`config.mk`:
```
export PLATFORM = sky130hd
export DESIGN_NAME = pad_ring_seq
export DESIGN_NICKNAME = d
export VERILOG_FILES = /design/src/rtl/pad_pkg.sv /design/src/rtl/pad_ring_seq.sv
export SDC_FILE = /design/constraint.sdc
export NUM_CORES = 1
export LEC_CHECK = 0
export ABC_AREA = 1
export CAP_MARGIN = 20
export CORE_MARGIN = 8
export CORE_UTILIZATION = 46
export CTS_CLUSTER_DIAMETER = 120
export DETAILED_ROUTE_END_ITERATION = 16
export GPL_ROUTABILITY_DRIVEN = 0
export GPL_TIMING_DRIVEN = 1
export PLACE_DENSITY = 0.76
export SLEW_MARGIN = 20
export SYNTH_ARGS = -nofsm -noshare
export SYNTH_HDL_FRONTEND = slang
export SYNTH_SLANG_ARGS = --single-unit
```
`constraint.sdc`:
```
create_clock -name clk_i -period 1.6 [get_ports clk_i]
set_input_delay 0.32 -clock clk_i [delete_from_list [all_inputs] [get_ports clk_i]]
set_output_delay 0.32 -clock clk_i [all_outputs]
set_load 0.03 [all_outputs]
```
`src/rtl/pad_pkg.sv`:
```
// Shared definitions for the GPIO pad-ring sequencer: FSM state encoding,
// drive-mode constants and pad-ring geometry.
package pad_pkg;

    // Power-on ramp states followed by the runtime per-pad config sequence.
    typedef enum logic [2:0] {
        S_OFF     = 3'd0,
        S_EN_IO   = 3'd1,
        S_EN_H    = 3'd2,
        S_REL     = 3'd3,
        S_RUN     = 3'd4,
        S_CFG_HLD = 3'd5,
        S_CFG_UPD = 3'd6,
        S_CFG_REL = 3'd7
    } pad_seq_state_e;

    // Strong pull-up / strong pull-down drive mode.
    localparam logic [2:0] DM_STRONG = 3'b110;

    // Ring geometry: four sides of nine pads, flat index = side*9 + pad.
    localparam int PADS_PER_SIDE = 9;
    localparam int WE = 0;
    localparam int NO = 1;
    localparam int EA = 2;
    localparam int SO = 3;

    // Width of the pad index on the config request interface.
    localparam int PAD_IDX_W = 6;

    // Flat pad index from side and position along that side.
    function automatic int pad_flat_index(input int side, input int pad);
        return side * PADS_PER_SIDE + pad;
    endfunction

endpackage

```
`src/rtl/pad_ring_seq.sv`:
```
// Power-on sequencer and runtime drive-mode controller for the GPIO pad ring.
// Ramps enable_vddio, then enable_h, then releases the pad holds, and after
// that services dm/slow writes to one pad at a time by holding that pad,
// updating its config, and releasing it again. Every output is a register.
module pad_ring_seq
    import pad_pkg::*;
#(
    parameter int         NUM_PADS    = 36,   // at most 2**PAD_IDX_W
    parameter int         STEP_CYCLES = 256,  // >= 1
    parameter int         HOLD_CYCLES = 16,   // >= 1
    parameter logic [2:0] DM_RESET    = DM_STRONG
) (
    input  logic                    clk_i,
    input  logic                    rst_ni,
    input  logic                    cfg_valid_i,
    output logic                    cfg_ready_o,
    input  logic [PAD_IDX_W-1:0]    cfg_pad_i,
    input  logic [2:0]              cfg_dm_i,
    input  logic                    cfg_slow_i,
    output logic                    cfg_err_o,
    output logic                    ramp_done_o,
    output logic                    pad_en_vddio_o,
    output logic                    pad_en_h_o,
    output logic [NUM_PADS-1:0]     pad_hld_h_n_o,
    output logic [3*NUM_PADS-1:0]   pad_dm_o,
    output logic [NUM_PADS-1:0]     pad_slow_o
);

    localparam int CNT_MAX = (STEP_CYCLES > HOLD_CYCLES) ? STEP_CYCLES : HOLD_CYCLES;
    localparam int CNT_W   = $clog2(CNT_MAX + 1);

    // A waiting state spends LOAD+1 cycles: it is entered with LOAD and
    // leaves on the cycle the counter is already zero.
    localparam logic [CNT_W-1:0]     STEP_LOAD = CNT_W'(STEP_CYCLES - 1);
    localparam logic [CNT_W-1:0]     HOLD_LOAD = CNT_W'(HOLD_CYCLES - 1);
    localparam logic [CNT_W-1:0]     CNT_ONE   = CNT_W'(1);
    localparam logic [PAD_IDX_W:0]   NUM_PADS_W = (PAD_IDX_W + 1)'(NUM_PADS);

    pad_seq_state_e             state_reg, state_next;
    logic [CNT_W-1:0]           cnt_reg, cnt_next;
    logic                       en_vddio_reg, en_vddio_next;
    logic                       en_h_reg, en_h_next;
    logic [NUM_PADS-1:0]        hld_reg, hld_next;
    logic [3*NUM_PADS-1:0]      dm_reg, dm_next;
    logic [NUM_PADS-1:0]        slow_reg, slow_next;
    logic                       ready_reg, ready_next;
    logic                       err_reg, err_next;
    logic                       done_reg, done_next;
    logic [PAD_IDX_W-1:0]       pad_lat_reg, pad_lat_next;
    logic [2:0]                 dm_lat_reg, dm_lat_next;
    logic                       slow_lat_reg, slow_lat_next;

    logic                       accept;
    logic                       pad_in_range;
    logic                       cnt_zero;
    logic [NUM_PADS-1:0]        req_sel;
    logic [NUM_PADS-1:0]        lat_sel;
    logic [3*NUM_PADS-1:0]      dm_upd;
    logic [NUM_PADS-1:0]        slow_upd;

    assign accept       = ready_reg & cfg_valid_i;
    assign pad_in_range = ({1'b0, cfg_pad_i} < NUM_PADS_W);
    assign cnt_zero     = (cnt_reg == '0);

    // Per-pad one-hot selects and the config vectors with the latched pad
    // replaced; out-of-range indices select nothing.
    genvar gi;
    generate
        for (gi = 0; gi < NUM_PADS; gi++) begin : g_pad
            assign req_sel[gi]          = (cfg_pad_i == PAD_IDX_W'(gi));
            assign lat_sel[gi]          = (pad_lat_reg == PAD_IDX_W'(gi));
            assign dm_upd[3*gi +: 3]    = lat_sel[gi] ? dm_lat_reg : dm_reg[3*gi +: 3];
            assign slow_upd[gi]         = lat_sel[gi] ? slow_lat_reg : slow_reg[gi];
        end
    endgenerate

    // Next-state and next-output logic; outputs are computed for the state
    // being entered so they appear registered on entry.
    always_comb begin
        state_next    = state_reg;
        cnt_next      = cnt_reg;
        en_vddio_next = en_vddio_reg;
        en_h_next     = en_h_reg;
        hld_next      = hld_reg;
        dm_next       = dm_reg;
        slow_next     = slow_reg;
        ready_next    = 1'b0;
        err_next      = 1'b0;
        done_next     = done_reg;
        pad_lat_next  = pad_lat_reg;
        dm_lat_next   = dm_lat_reg;
        slow_lat_next = slow_lat_reg;

        case (state_reg)
            S_OFF: begin
                state_next    = S_EN_IO;
                cnt_next      = STEP_LOAD;
                en_vddio_next = 1'b1;
            end
            S_EN_IO: begin
                if (cnt_zero) begin
                    state_next = S_EN_H;
                    cnt_next   = STEP_LOAD;
                    en_h_next  = 1'b1;
                end else begin
                    cnt_next = cnt_reg - CNT_ONE;
                end
            end
            S_EN_H: begin
                if (cnt_zero) begin
                    state_next = S_REL;
                    cnt_next   = STEP_LOAD;
                    hld_next   = '1;
                end else begin
                    cnt_next = cnt_reg - CNT_ONE;
                end
            end
            S_REL: begin
                if (cnt_zero) begin
                    state_next = S_RUN;
                    done_next  = 1'b1;
                    ready_next = 1'b1;
                end else begin
                    cnt_next = cnt_reg - CNT_ONE;
                end
            end
            S_RUN: begin
                ready_next = 1'b1;
                if (accept) begin
                    if (pad_in_range) begin
                        state_next    = S_CFG_HLD;
                        cnt_next      = HOLD_LOAD;
                        ready_next    = 1'b0;
                        hld_next      = hld_reg & ~req_sel;
                        pad_lat_next  = cfg_pad_i;
                        dm_lat_next   = cfg_dm_i;
                        slow_lat_next = cfg_slow_i;
                    end else begin
                        err_next = 1'b1;
                    end
                end
            end
            S_CFG_HLD: begin
                if (cnt_zero) begin
                    state_next = S_CFG_UPD;
                end else begin
                    cnt_next = cnt_reg - CNT_ONE;
                end
            end
            S_CFG_UPD: begin
                state_next = S_CFG_REL;
                cnt_next   = HOLD_LOAD;
                dm_next    = dm_upd;
                slow_next  = slow_upd;
                hld_next   = hld_reg | lat_sel;
            end
            S_CFG_REL: begin
                if (cnt_zero) begin
                    state_next = S_RUN;
                    ready_next = 1'b1;
                end else begin
                    cnt_next = cnt_reg - CNT_ONE;
                end
            end
            default: begin
                state_next = S_OFF;
            end
        endcase
    end

    // State, counter and output registers; reset forces the ring fully off.
    always_ff @(posedge clk_i or negedge rst_ni) begin
        if (!rst_ni) begin
            state_reg    <= S_OFF;
            cnt_reg      <= '0;
            en_vddio_reg <= 1'b0;
            en_h_reg     <= 1'b0;
            hld_reg      <= '0;
            dm_reg       <= {NUM_PADS{DM_RESET}};
            slow_reg     <= '0;
            ready_reg    <= 1'b0;
            err_reg      <= 1'b0;
            done_reg     <= 1'b0;
            pad_lat_reg  <= '0;
            dm_lat_reg   <= '0;
            slow_lat_reg <= 1'b0;
        end else begin
            state_reg    <= state_next;
            cnt_reg      <= cnt_next;
            en_vddio_reg <= en_vddio_next;
            en_h_reg     <= en_h_next;
            hld_reg      <= hld_next;
            dm_reg       <= dm_next;
            slow_reg     <= slow_next;
            ready_reg    <= ready_next;
            err_reg      <= err_next;
            done_reg     <= done_next;
            pad_lat_reg  <= pad_lat_next;
            dm_lat_reg   <= dm_lat_next;
            slow_lat_reg <= slow_lat_next;
        end
    end

    assign cfg_ready_o    = ready_reg;
    assign cfg_err_o      = err_reg;
    assign ramp_done_o    = done_reg;
    assign pad_en_vddio_o = en_vddio_reg;
    assign pad_en_h_o     = en_h_reg;
    assign pad_hld_h_n_o  = hld_reg;
    assign pad_dm_o       = dm_reg;
    assign pad_slow_o     = slow_reg;

endmodule

```
==> impl_metrics.py <==
metrics = {
    "power_and_ir_drop": {
        "p_clk_frac": 0.491,
        "power_density_nw_per_um2": 839,
        "p_sw_frac": 0.210,
        "total_leakage_power_nw": 5.78,
        "max-vdd-ir-drop_mv": 0.772,
        "p_total_w": 0.0108,
        "p_int_w": 0.00855,
        "switchingPower_w": 0.00227,
        "combPwrFrac": 0.024,
        "sequentialPowerShare": 0.485,
    },
    "drt": {
        "vias_per_cell": 5.44,
        "routed-via-count": 8972,
        "antenna_left": 0,
        "drc": 0,
        "dr.pass1.iters": 8,
        "finalWirelength_um": 30200,
        "drt_iter0_drc": 853,
        "wl_per_cell_um": 18.3,
    },
    "layout": {
        "final.fill_count": 1601,
        "drive_gt1_frac": 0.333,
        "largest_reg_flops": 108,
        "num_antenna_cells": 0,
        "final_cell_area_um2": 12900,
        "stdcell_count": 1649,
        "layout.nets": 1383,
        "syn2layout_area_growth_pct": 39.9,
        "final_util": 0.658,
    },
    "worst_setup_path": {
        "critical_path_class": "reg -> reg",
        "crit_fanout": 15,
        "crit_arrival_ns": 2.14,
        "worstSetupEndpointType": "flop",
        "critPathLaunchType": "flop",
        "critPathRequiredTime_ns": 2.05,
    },
    "outcome": {
        "outcome": "finished with violations",
        "violations": "negative setup slack",
    },
    "clock_tree": {
        "clock_tree.root_cell": "clkbuf_16",
        "ctsHtreeMaxLevel": 1,
        "cts.clk_slew.worst_paths_ns": 0.06,
        "cts_tree": "done",
        "cts-buffers-inserted": 22,
        "cts_sinks": 207,
        "clockBufferDepth": 3,
        "clk_latency_ns": 0.51,
    },
    "logic_synthesis": {
        "synth-simple-area-share": 0.265,
        "synth_nets": 1110,
        "syn-cell-area_um2": 9220,
        "synth_top_area_cell": "dfrtp_1",
        "synth_seq_area_share": 0.572,
        "synth_xor_area_frac": 0.000950,
        "synth_compound_gate_area_share": 0.116,
        "synth_top_family_by_area": "simple AND/OR/NAND/NOR gates",
        "yosys.area_share.adder": 0.00272,
        "synth_cell_types": 30,
        "syn_inst": 1095,
        "synth_seq_cells": 207,
        "synthMuxAreaShare": 0,
        "yosysTopAreaCellShare": 0.367,
        "yosysWarnings": 0,
        "netlist_top_cells_area": "dfrtp_1 37%, dfstp_2 21%, nand2_1 14%, o21ai_0 10%, nand3_1 6.7%",
        "synth_area_per_cell_um2": 8.42,
    },
    "floorplan": {
        "io-pin-count": 198,
        "die_w_um": 158,
        "die_area_um2": 24800,
        "coreArea_um2": 19600,
        "num_rows": 51,
        "dieHeight_um": 158,
        "initial_core_util": 0.470,
    },
    "global_routing": {
        "grtUsageTotal": 0.229,
        "grt_pass1_wl_um": 45500,
        "grt_max_degree": 51,
        "grt_antenna_before_repair": 0,
        "grt_pass1_vias": 8447,
        "grt_overflow": 0,
    },
    "run": {
        "maxCapViolations": 0,
    },
    "placement": {
        "port_buffers": 197,
        "post-place-cells": 1598,
        "dp_hpwl_um": 20800,
        "placed_cell_area_um2": 12200,
    },
    "timing": {
        "rsz0062_at_grt": "yes",
        "finalCritPeriodShare": 1.06,
        "fin_crit_ns": 1.69,
        "tns_ns": -1.79,
        "finalHoldViolCount": 0,
        "max_freq_mhz": 592,
        "clock_skew_ns": 0.0115,
        "slew_headroom": 0.699,
        "worst_slack_ns": -0.0887,
        "tightest_slew_ns": 0.452,
        "setup_viol": 36,
        "slew_viol_final": 0,
    },
    "hold_path": {
        "hp-class": "in -> async",
    },
}
## placed cells by master (no fill, tap or decap), types with 25 or more instances in the layout
master             n
nand2_1          315
o21ai_0          147
dfrtp_1          132
nand3_1          119
buf_4             79
dfstp_2           72
buf_2             69
nor2_1            59
inv_1             45
o21ai_1           42
clkbuf_2          39
nand2_2           35
clkdlybuf4s15_2   31
clkbuf_16         25
## power groups by stage
stage	clock network, W	logic (W)	registers, W
6_report	0.00532	0.000259	0.00524
2_1_floorplan	0	0.0000391	0.00533
3_5_place_dp	0	0.000257	0.00533
4_1_cts	0.00540	0.000261	0.00524
5_1_grt	0.00562	0.000288	0.00524
3_3_place_gp	0	0.000254	0.00533
## synth_stat cells, drive strengths merged
cell and count:
nand2 362, o21ai 193, dfrtp 135, nand3 127, nor2 82, dfstp 72
inv 54, clkbuf 24, buf 18, a21oi 14, ha 2, nand4 2
nor3 2, o21bai 2, a22oi 1, nand3b 1, nor4 1, o31ai 1
or2 1, xor2 1
## per-stage QoR
step	hold slack (ns)	setup slack, ns
finish	0.331	-0.0887
global route	0.370	-0.157
CTS	0.339	-0.0995
detailed placement	0.311	-0.257
global placement	0.313	-0.188
floorplan	0.0244	0.00638
## final timing paths
path                                     startpoint                             to  slack [ns]  cells past startpoint
max                          cnt_reg[6]$_DFFE_PN0P_  pad_hld_h_n_o[29]$_DFFE_PN0P_       -0.09                      8
min                                          rst_ni       pad_dm_o[99]$_DFFE_PN0P_        0.33                      2
max reg2reg                  cnt_reg[6]$_DFFE_PN0P_  pad_hld_h_n_o[29]$_DFFE_PN0P_       -0.09                      8
min reg2reg                pad_dm_o[32]$_DFFE_PN1P_       pad_dm_o[32]$_DFFE_PN1P_        0.47                      2
max in group asynchronous                    rst_ni       pad_dm_o[19]$_DFFE_PN1P_        0.61                      3
min in group clk_i                      cfg_dm_i[0]      dm_lat_reg[0]$_DFFE_PN0P_        0.40                      3
## cells by family after synthesis
family | count (synthesis)
compound gates | 211
xor+xnor | 1
fa+ha+maj | 2
buf+inv | 96
flops | 207
simple gates | 578
## timing repair
action | CTS | global route
endpoints found under the hold margin | 21 | 0
setup buffers | 2 | 4
cloned | 0 | 5
pin swaps | 9 | 11
gates resized for setup | 660 | 188
setup endpoints to repair | 301 | 267
hold buffers | 1 | 0
## critical path, cell delays in order, from the launching register on
cell and delay (ns):
dfrtp_1 0.41, nor2_1 0.17, nand3_2 0.15, nor2_4 0.22
nand3_4 0.20, nand2_4 0.17, buf_12 0.15, nand2_1 0.07
nand2_1 0.07
## metal layers
| layer | track usage | vias to the layer above | share of wire |
|---|---|---|---|
| met5 | 0 | - | 0 |
| met4 | 0.0539 | 0 | 0.026 |
| met3 | 0.0485 | 66 | 0.088 |
| met2 | 0.384 | 438 | 0.48 |
| met1 | 0.297 | 4318 | 0.41 |
| li1 | - | 4150 | - |
## area by class of cell
cell class                      instances  area (um2)  area share
Multi-Input combinational cell        792        3880       0.301
Clock buffer                           32         628      0.0487
Tap cell                              265         332      0.0257
Clock inverter                          8         129      0.0100
Timing Repair Buffer                  291        2440       0.189
Sequential cell                       207        5270       0.409
Inverter                               54         205      0.0159
(Power assumes the default switching activity.)
